## src/rtl/expr_result_misr.sv

```systemverilog
// expr_result_misr
// Folds a programmed number of result words into a WIDTH-bit multiple-input
// signature register, then compares the final signature against a golden value.
// A single signature per run stands in for comparing every vector.
//
// Ports:
//   clk, reset   rising-edge clock, synchronous active-high reset
//   start        one-cycle pulse that begins a run (honoured in IDLE or DONE)
//   num_vectors  number of words in the run, sampled on an accepted start
//   expected     golden signature, sampled on an accepted start
//   in_valid     result word valid
//   in_ready     high while the block accepts words (RUN)
//   in_y         result word
//   busy         high in RUN
//   done         high in DONE
//   pass         final signature matched expected (meaningful while done)
//   signature    current signature register
//   count        words accepted in the current run
//
// state | meaning
// ------+----------------------------------------------------------
// IDLE  | after reset, waiting for start
// RUN   | accepting and folding words until num_vectors are taken
// DONE  | run finished, pass held, waiting for a restart

module expr_result_misr #(
  parameter int unsigned          WIDTH = 90,
  parameter logic [WIDTH-1:0]     POLY  = 90'h2D,
  parameter logic [WIDTH-1:0]     SEED  = '0,
  parameter int unsigned          CNT_W = 16
) (
  input  logic             clk,
  input  logic             reset,
  input  logic             start,
  input  logic [CNT_W-1:0] num_vectors,
  input  logic [WIDTH-1:0] expected,
  input  logic             in_valid,
  output logic             in_ready,
  input  logic [WIDTH-1:0] in_y,
  output logic             busy,
  output logic             done,
  output logic             pass,
  output logic [WIDTH-1:0] signature,
  output logic [CNT_W-1:0] count
);

  typedef enum logic [1:0] {
    S_IDLE = 2'd0,
    S_RUN  = 2'd1,
    S_DONE = 2'd2
  } state_t;

  state_t           state_q, state_d;
  logic [WIDTH-1:0] sig_q, sig_d;
  logic [CNT_W-1:0] cnt_q, cnt_d;
  logic [CNT_W-1:0] nv_q, nv_d;
  logic [WIDTH-1:0] exp_q, exp_d;
  logic             pass_q, pass_d;

  logic             start_ok;
  logic             accept;
  logic             last_word;
  logic [WIDTH-1:0] sig_fold;

  // Galois-style shift: taps are XORed in when the bit shifted out is set.
  assign sig_fold  = {sig_q[WIDTH-2:0], 1'b0} ^ (sig_q[WIDTH-1] ? POLY : '0) ^ in_y;
  assign start_ok  = start && (state_q == S_IDLE || state_q == S_DONE);
  assign accept    = in_valid && (state_q == S_RUN);
  assign last_word = (cnt_q + CNT_W'(1)) == nv_q;

  // State register
  always_ff @(posedge clk) begin
    if (reset) begin
      state_q <= S_IDLE;
      sig_q   <= SEED;
      cnt_q   <= '0;
      nv_q    <= '0;
      exp_q   <= '0;
      pass_q  <= 1'b0;
    end else begin
      state_q <= state_d;
      sig_q   <= sig_d;
      cnt_q   <= cnt_d;
      nv_q    <= nv_d;
      exp_q   <= exp_d;
      pass_q  <= pass_d;
    end
  end

  // Next-state and datapath
  always_comb begin
    state_d = state_q;
    sig_d   = sig_q;
    cnt_d   = cnt_q;
    nv_d    = nv_q;
    exp_d   = exp_q;
    pass_d  = pass_q;
    unique case (state_q)
      S_IDLE, S_DONE: begin
        if (start_ok) begin
          nv_d  = num_vectors;
          exp_d = expected;
          sig_d = SEED;
          cnt_d = '0;
          if (num_vectors == '0) begin
            // Nothing to fold: the verdict is SEED against the fresh golden value.
            state_d = S_DONE;
            pass_d  = (SEED == expected);
          end else begin
            state_d = S_RUN;
            pass_d  = 1'b0;
          end
        end
      end
      S_RUN: begin
        if (accept) begin
          sig_d = sig_fold;
          cnt_d = cnt_q + CNT_W'(1);
          if (last_word) begin
            state_d = S_DONE;
            pass_d  = (sig_fold == exp_q);
          end
        end
      end
      default: state_d = S_IDLE;
    endcase
  end

  // Outputs decoded from registered state only
  always_comb begin
    in_ready = (state_q == S_RUN);
    busy     = (state_q == S_RUN);
    done     = (state_q == S_DONE);
  end

  assign pass      = pass_q;
  assign signature = sig_q;
  assign count     = cnt_q;

endmodule

```

## config.mk

```make
export PLATFORM = sky130hd
export DESIGN_NAME = expr_result_misr
export DESIGN_NICKNAME = d
export VERILOG_FILES = /design/src/rtl/expr_result_misr.sv
export SDC_FILE = /design/constraint.sdc
export NUM_CORES = 1
export LEC_CHECK = 0
export CORE_UTILIZATION = 48
export CTS_CLUSTER_SIZE = 12
export DETAILED_ROUTE_END_ITERATION = 6
export HOLD_SLACK_MARGIN = 0.03
export PLACE_DENSITY = 0.81
export REMOVE_ABC_BUFFERS = 1
export SLEW_MARGIN = 10
export SYNTH_ARGS = -nofsm -noshare
export SYNTH_HDL_FRONTEND = slang
export SYNTH_SLANG_ARGS = --single-unit
```

## constraint.sdc

```tcl
create_clock -name clk -period 3.7 [get_ports clk]
set_input_delay 0.555 -clock clk [delete_from_list [all_inputs] [get_ports clk]]
set_output_delay 0.555 -clock clk [all_outputs]
set_load 0.03 [all_outputs]
```

==> results of run 1 <==
[final cells by class]
cell class	count	area, um^2
fill	1720	6730
multi-input combinational	1010	5680
sequential	215	4300
timing repair buffer	335	3300
clock buffer	37	721
tap	275	344
inverter	9	33.8
clock inverter	4	30.0
antenna	1	2.50
[state kept, by name, indices dropped and copies added (netlist names)]
name and count:
exp_q 90, signature 90, count 16, nv_q 16, state_q 2, pass 1
[cells in the final DEF, fill, tap and decap left out, types with 3 or more instances in the layout]
cell type / n
clkdlybuf4s50_1: 308
and4_1: 6
or3_1: 3
o22ai_1: 13
nor4_1: 44
a221oi_1: 4
dfxtp_1: 215
nor2_1: 145
o2bb2ai_1: 6
inv_1: 9
a311oi_1: 7
and3_1: 4
a211oi_1: 10
clkinvlp_4: 4
or4_1: 3
buf_4: 25
xnor3_1: 4
clkbuf_8: 5
nor3_1: 27
nand4_1: 22
o21ai_0: 13
a41oi_1: 3
a21oi_1: 166
a31oi_1: 50
xor2_1: 53
a22oi_1: 8
xnor2_1: 103
clkbuf_1: 7
nand2_1: 247
clkbuf_16: 25
nand3_1: 33
[through the flow]
step                power (W)  hold WS [ns]
finish                0.00598         0.459
global route          0.00617         0.478
CTS                   0.00598         0.459
detailed placement    0.00371         0.451
global placement      0.00369         0.444
floorplan             0.00311         0.430
[cells in the mapped netlist (2+ instances only)]
master     number
a211oi_1       10
a21oi_1       166
a221oi_1        4
a22o_1          2
a22oi_1         8
a311oi_1        7
a31oi_1        50
a41oi_1         3
and3_1          4
and3b_1         2
and4_1          6
buf_1           2
buf_2           4
buf_4           5
buf_6           2
clkbuf_1       85
dfxtp_1       215
inv_1           9
nand2_1       248
nand2b_1        3
nand3_1        33
nand3b_1        2
nand4_1        22
nor2_1        146
nor2b_1         3
nor3_1         27
nor4_1         44
o21ai_0        13
o22ai_1        13
o2bb2ai_1       6
o31ai_1         2
or3_1           3
or4_1           3
xnor2_1       103
xnor3_1         4
xor2_1         53
[per-layer routing]
| metal | vias to the layer above | GRT usage (%) | part of all wire, % | routed length (um) |
|---|---|---|---|---|
| met5 | - | 0 | 0 | 0 |
| met3 | 87 | 5.50 | 7.9 | 3000 |
| met4 | 0 | 11.8 | 3.5 | 1320 |
| met2 | 514 | 57.6 | 49 | 18500 |
| li1 | 5141 | - | - | - |
| met1 | 5292 | 42.6 | 40 | 15400 |
[tightest hold or removal path, stage by stage (launching register included)]
cell,delay [ns]
dfxtp_1,0.31
nand2_1,0.05
a21oi_1,0.05
[power breakdown]
part | switching [W] | total [W] | internal [W]
clock | 0.000968 | 0.00230 | 0.00133
combinational | 0.000648 | 0.00115 | 0.000506
sequential | 0.000100 | 0.00253 | 0.00243
[worst paths after layout]
check        startpoint  endpoint  cells after the start  slack (ns)
min            exp_q[7]  exp_q[7]                      2        0.46
min reg2reg    exp_q[7]  exp_q[7]                      2        0.46
max            count[0]      pass                      8        0.63
max reg2reg    count[0]      pass                      8        0.63
[cell families after synthesis]
family                   after synthesis  share of synthesized area, %
buffers and inverters                107                          4.24
flip-flops                           215                          41.4
AND/OR/NAND/NOR                      555                          23.7
XOR/XNOR                             160                          14.0
multiplexers                           1                        0.0963
AO/OA/AOI/OAI                        293                          16.5
adder cells (fa/ha/maj)                1                         0.120
==> out/metrics.yaml, run 1 <==
synth_top_area_share_pct: 41.4
crit_path_top_delay_cell: "nor4_1"
cts.sinks: 215
yosys.area.top_type: "dfxtp_1"
grt_max_degree: 108
grt_use_total_pct: 33.6
finalCritPeriodShare_pct: 82.9
critPathKind: "flop to flop"
grt_pass1_vias: 10300
fin_setup_tns_ns: 0
rsz0062_at_grt: "no"
area_growth_pct: 38.7
tightestPinTransition_ns: 1.18
synthCells: 1332
dp_hpwl_mm: 28.0
ys_warn_count: 0
clk_latency_ns: 0.52
fin_util_pct: 68.2
setup_ws_ns: 0.632
max_freq_mhz: 326
final_cells: 1886
avgSynthCellArea_um2: 7.81
cp_top_family: "simple AND/OR/NAND/NOR gates"
end_kind: "flop"
via_per_inst: 5.85
final_area_mm2: 0.0144
peakVddDrop_uv: 323
routed_wl_mm: 38.2
die-area_mm2: 0.0223
clock_path_buffers: 3
critPathMaxFanout: 10
clk_pin_slew_worst_paths_ns: 0.06
synth_edf_count: 0
place_congestion: 0.921
cts_tree: "yes"
ys_types: 56
antenna_found_initial: 1
cts_buffers: 24
async_flop_share_pct: 0
placed_area_mm2: 0.0137
cp.arrival_ns: 3.50
nNetsFinal: 1796
drtAntennaViolNets: 0
htree_levels: 1
vias: 11000
post-route-min-period_ns: 3.07
setup_viol: 0
wl_per_cell_um: 20.3
rows: 53
p_per_area_mw_per_mm2: 415
hold_viol: 0
cts_resized: 0
io_pins: 310
core_mm2: 0.0212
synthFlopType: "dfxtp_1"
cts_root_buf: "clkbuf_16"
start_util_pct: 49.2
die_h_um: 149
drive_gt1_share_pct: 4.41
grt_pass1_wl_mm: 57.8
cpPeakStageDelay_ns: 0.57
ys_seq_elements: 215
hold_class: "flop to flop"
synth_area_leaders: "dfxtp_1 (41%), nand2_1 (9.0%), xnor2_1 (8.7%)"
relSlewSlack_pct: 21.3
critPathBufInv: 0
fin_skew_ns: 0.00893
overflow: 0
post-route-drc-count: 0
ys_seq_area_share_pct: 41.4
drtPass1Iterations: 5
status: "complete, no violations"
start_kind: "flop"
drtIter0Drc: 891
cp_cell_sequence: "ha_1 > nand3_1 > nor4_1 > xnor2_1 > o211ai_1 > or4_4 > or2_1 > a221oi_2"
pre_cts_slack_ns: 0.613
drv_slew: 0
io_buffers: 309
dp_cells: 1844
drv_cap: 0
post_cts_buffers: 0
leakage_nw: 5.09
ctsHoldBuffers: 0
worstPathRequired_ns: 4.14
syn_area_mm2: 0.0104
die_w_um: 149
Power figures use the tool's default switching activity.
==> inputs of run 2 (changes only) <==
Settings changed: CORE_UTILIZATION 48 to 43, PLACE_DENSITY 0.81 to 0.77.
Clock period 3.7 ns to 2.8 ns, I/O delays scaled along.
==> run 2 against run 1 <==
Against the previous run: final cell count grew 4.6%; hold slack lost 0.10 ns; setup slack lost 0.56 ns; largest power group is now clock; clock power grew 46%; via count grew 0.36%; largest cell class unchanged; critical path depth shrank 1; critical endpoint unchanged; die area grew 11%; core utilization shrank 5.1 points; sequential share of layout area shrank 0.94 points; clock skew grew 0.0050 ns.
==> out/metrics.yaml, run 2 (synthesized netlist as in run 1, its figures left out) <==
status: "complete, no violations"
io_pins: 310  # unchanged
critPathMaxFanout: 3  # -7
drtIter0Drc: 1065  # +20%
relSlewSlack_pct: 53.5  # +32 points
critPathKind: "flop to flop"
worstPathRequired_ns: 3.26  # -0.88 ns
dp_hpwl_mm: 29.2  # +4.3%
core_mm2: 0.0236  # +12%
post-route-drc-count: 0  # unchanged
die-area_mm2: 0.0248  # +11%
post_cts_buffers: 0  # unchanged
p_int_w: 0.00587  # +38%
antenna_found_initial: 2  # +1
hold_viol: 0  # unchanged
cp.arrival_ns: 3.19  # -0.31 ns
grt_use_total_pct: 30.9  # -2.7 points
overflow: 0  # unchanged
antenna_cells: 0  # -1
grt_max_degree: 102  # -5.6%
cts_tree: "yes"
drive_gt1_share_pct: 7.02  # +2.6 points
cts_buffers: 25  # +4.2%
htree_levels: 1  # unchanged
fin_skew_ns: 0.0140  # +0.00505 ns
rows: 56  # +5.7%
setup_ws_ns: 0.0731  # -0.559 ns
max_freq_mhz: 367  # +12%
cts.sinks: 215  # unchanged
clk_latency_ns: 0.54  # +0.02 ns
r2r-start: "signature[83]"
wl_per_cell_um: 20.0  # -1.1%
die_h_um: 158  # +5.6%
place_congestion: 0.954  # +3.6%
rsz0062_at_grt: "no"
routed_wl_mm: 39.5  # +3.4%
drv_cap: 0  # unchanged
startpoint: "signature[83]"
leakage_nw: 5.36  # +5.3%
end_kind: "flop"
nNetsFinal: 1836  # +2.2%
pwr-share-clk_pct: 40.5  # +2.0 points
finalCritPeriodShare_pct: 97.4  # +14 points
start_util_pct: 44.0  # -5.1 points
fillers: 2082  # +21%
seqPwrFrac_pct: 40.3  # -1.9 points
start_kind: "flop"
clock_path_buffers: 3  # unchanged
layout_common_cells: "clkdlybuf4s50_1 (308), nand2_1 (247), dfxtp_1 (215), a21oi_1 (166), nor2_1 (145)"
fin_setup_tns_ns: 0  # unchanged
tightestPinTransition_ns: 0.691  # -0.486 ns
via_per_inst: 5.62  # -4.0%
grt_pass1_wl_mm: 58.3  # +0.80%
grt_pass1_vias: 10200  # -0.96%
fin_util_pct: 63.1  # -5.1 points
drtAntennaViolNets: 0  # unchanged
switching_share_pct: 29.0  # +0.31 points
die_w_um: 158  # +5.6%
hold_class: "input pin to flop"
pre_cts_slack_ns: -0.293  # -0.906 ns
final_common_cell: "clkdlybuf4s50_1"
p_comb_share_pct: 19.2  # about the same
clk_pin_slew_worst_paths_ns: 0.06  # about the same
p_per_area_mw_per_mm2: 556  # +34%
peakVddDrop_uv: 330  # +2.0%
io_buffers: 309  # unchanged
post-route-min-period_ns: 2.73  # -0.341 ns
area_growth_pct: 43.2
drv_slew: 0  # unchanged
p_switching_w: 0.00240  # +40%
ctsHoldBuffers: 0  # unchanged
cts_resized: 0  # unchanged
drtPass1Iterations: 5  # unchanged
setup_viol: 0  # unchanged
vias: 11100  # +0.36%
cts_root_buf: "clkbuf_16"
min_from: "reset"
## run 2: path summary, 6_finish.rpt
| kind | endpoint | slack (ns) | depth (start not counted) |
|---|---|---|---|
| worst min register to register | exp_q[7] | 0.46 | 2 |
| worst min-delay path | signature[18] | 0.35 | 2 |
| worst max-delay path | pass | 0.07 | 7 |
| worst max register to register | pass | 0.07 | 7 |
## run 2: routing by layer
layer	vias up	share of wire, %	wire length (um)	GRT usage [%]
li1	5222	-	-	-
met4	2	4.2	1650	13.1
met5	-	0.030	12	0
met2	597	46	18100	50.1
met3	110	9.5	3740	7.05
met1	5143	40	16000	39.4
## run 2: through the flow
stage | hold WS, ns | cell area [um^2] | instances | power, W
global route | 0.374 | 14900 | 1972 | 0.00854
finish | 0.354 | 14900 | 1972 | 0.00827
detailed placement | 0.450 | 14100 | 1927 | 0.00496
global placement | 0.444 | 14100 | 1927 | 0.00495
floorplan | 0.430 | 9990 | 1234 | 0.00411
CTS | 0.351 | 14900 | 1972 | 0.00826
## run 2: cell type report
| cell class | count | area [um^2] | share of cell area [%] |
|---|---|---|---|
| well taps | 319 | 399 | 2.68 |
| repair buffers | 374 | 3630 | 24.4 |
| flip-flops and latches | 215 | 4300 | 28.9 |
| clock buffers | 38 | 754 | 5.07 |
| multi-input cells | 1010 | 5680 | 38.2 |
| clock inverters | 7 | 83.8 | 0.563 |
| inverters | 9 | 33.8 | 0.227 |
## run 2: power by group through the flow
stage               sequential, W  combinational, W  clock [W]
finish                    0.00334           0.00159    0.00335
global route              0.00335           0.00169    0.00350
CTS                       0.00333           0.00157    0.00336
detailed placement        0.00340           0.00156          0
global placement          0.00340           0.00155          0
floorplan                 0.00347          0.000644          0
## run 2: critical path: stages, from the launching register on
cell and delay [ns]:
dfxtp_1 0.37, xnor2_1 0.32, xnor2_1 0.25, nor4_1 0.67
nand3_1 0.24, nor4_1 0.36, a31oi_1 0.16, a221oi_2 0.26
==> inputs of run 3 (changes only) <==
==> constraint.sdc (replaced) <==
create_clock -name clk -period 2.8 [get_ports clk]
set_input_delay 0.56 -clock clk [delete_from_list [all_inputs] [get_ports clk]]
set_output_delay 0.56 -clock clk [all_outputs]
set_load 0.03 [all_outputs]
==> run 3 against run 2 <==
Against the previous run: core utilization rose by 0.55 points; global-route usage rose by 0.95 points; first-iteration DRC count rose by 1.2%; largest cell class unchanged; routed wire length rose by 2.0%; sequential power barely moved; die area did not move.
==> out/metrics.yaml, run 3 (synthesized netlist as in run 1, its figures left out) <==
status: "complete, no violations"
grt_max_degree: 93  # -8.8%
cts.sinks: 215  # unchanged
fillers: 2030  # -2.5%
critPathKind: "flop to flop"
met2_usage_pct: 53.2  # +3.2 points
grtUsageMet1_pct: 40.7  # +1.3 points
grt_pass1_wl_mm: 60.2  # +3.3%
die-area_mm2: 0.0248  # unchanged
rsz0062_at_grt: "no"
dp_cells: 1945  # +0.93%
layout_common_cells: "clkdlybuf4s50_1 (308), nand2_1 (247), dfxtp_1 (214), a21oi_1 (166), nor2_1 (145)"
hold_viol: 0  # unchanged
finalCritPeriodShare_pct: 98.0  # +0.61 points
start_kind: "flop"
holdWs_ns: 0.463  # +0.109 ns
overflow: 0  # unchanged
clock_path_buffers: 3  # unchanged
antenna_found_initial: 2  # unchanged
peakVddDrop_uv: 302  # -8.5%
setup_viol: 0  # unchanged
post-route-drc-count: 0  # unchanged
nNetsFinal: 1854  # +0.98%
end_kind: "flop"
drtIter0Drc: 1078  # +1.2%
start_util_pct: 44.0  # unchanged
die_h_um: 158  # unchanged
r2r-start: "count[0]"
htree_levels: 1  # unchanged
reg2reg_slack_ns: 0.06  # -0.02 ns
io_pins: 310  # unchanged
total_power_w: 0.00808  # -2.4%
drtAntennaViolNets: 0  # unchanged
startpoint: "count[0]"
tightestPinTransition_ns: 0.723  # +0.0314 ns
core_mm2: 0.0236  # unchanged
hold_class: "flop to flop"
critPathMaxFanout: 6  # +3
rows: 56  # unchanged
final_area_mm2: 0.0150  # +0.87%
grt_use_total_pct: 31.9  # +0.95 points
post-route-min-period_ns: 2.74  # +0.0172 ns
leakage_nw: 5.44  # +1.3%
busiest_layer: "met2"
final_common_cell: "clkdlybuf4s50_1"
cts_buffers: 24  # -4.0%
dp_hpwl_mm: 30.0  # +2.7%
wl_per_cell_um: 20.3  # +1.2%
cp.arrival_ns: 3.15  # -0.04 ns
relSlewSlack_pct: 51.5  # -2.0 points
use_met3_pct: 4.79  # -2.3 points
drv_cap: 0  # unchanged
io_buffers: 309  # unchanged
drv_slew: 0  # unchanged
fin_skew_ns: 0.0172  # +0.00319 ns
drtPass1Iterations: 5  # unchanged
crit_end: "pass"
pre_cts_slack_ns: -0.281  # +0.0119 ns
ctsHoldBuffers: 0  # unchanged
routed_wl_mm: 40.3  # +2.0%
place_congestion: 0.968  # +1.4%
area_growth_pct: 44.5
max_freq_mhz: 364  # -0.63%
setup_ws_ns: 0.0559  # -0.0172 ns
vias: 11300  # +2.0%
via_per_inst: 5.68  # +1.2%
r2r-end: "pass"
placed_area_mm2: 0.0142  # +1.2%
worstPathRequired_ns: 3.20  # -0.06 ns
ff2ff_path_depth: 10  # +3
antenna_cells: 0  # unchanged
clk_pin_slew_worst_paths_ns: 0.06  # about the same
cts_root_buf: "clkbuf_16"
grt_pass1_vias: 10600  # +3.6%
p_per_area_mw_per_mm2: 538  # -3.2%
drive_gt1_share_pct: 7.97  # +0.95 points
die_w_um: 158  # unchanged
cts_tree: "yes"
clk_latency_ns: 0.52  # -0.02 ns
final_cells: 1988  # +0.81%
==> run 3: cell count changes in the layout (fill, tap and decap cells not counted), moves of 2 or more <==
cell	delta
buf_4	+16
clkinv_2	-2
clkbuf_8	-2
clkbuf_1	+4
buf_12	+3
==> run 3: what timing repair did <==
item	in CTS	in global routing
setup endpoints to repair	0	1
hold endpoints to repair	0	0
gates resized for setup	0	5
buffers inserted	0	1
==> run 3: per-layer routing <==
layer / vias to the layer above / share of wire, %
met1: 5297 / 40
met3: 119 / 8.2
met2: 616 / 47
li1: 5261 / -
met4: 4 / 4.5
met5: - / 0.077
==> run 3: worst min path at each step <==
stage	depth (start not counted)	startpoint	end	slack, ns
after floorplan	2	exp_q[32]	exp_q[32]	0.43
after global placement	2	exp_q[87]	exp_q[87]	0.44
after detailed placement	2	exp_q[7]	exp_q[7]	0.45
after CTS	2	exp_q[7]	exp_q[7]	0.46
after global routing	2	nv_q[2]	nv_q[2]	0.48
final	2	nv_q[2]	nv_q[2]	0.46
==> run 3: per-stage QoR <==
| stage | TNS [ns] | util [%] |
|---|---|---|
| after global placement | -0.214 | 60.2 |
| final | 0 | 63.6 |
| after floorplan | -378.64 | - |
| after CTS | 0 | 63.5 |
| after global routing | 0 | 63.6 |
| after detailed placement | -0.281 | 60.2 |
==> run 3: final cells by class <==
class / instances / area (um^2) / share of cell area [%]
timing repair buffer: 393 / 3810 / 25.4
sequential: 215 / 4310 / 28.7
inverter: 9 / 33.8 / 0.225
clock inverter: 3 / 51.3 / 0.341
clock buffer: 39 / 717 / 4.77
tap: 319 / 399 / 2.66
multi-input combinational: 1010 / 5700 / 38.0
==> run 3: power by group <==
part,internal [W],leakage [nW],switching (W)
clock network,0.00183,0.374,0.00127
registers,0.00321,1.75,0.000134
logic,0.000737,3.31,0.000899
==> run 3: critical path: stages (launching register included) <==
cell	delay, ns
dfxtp_1	0.34
ha_1	0.20
buf_4	0.16
and3_2	0.27
nand2_1	0.14
a211oi_1	0.22
o211ai_1	0.19
or4_4	0.58
o21ai_0	0.32
buf_4	0.18
a221oi_2	0.05
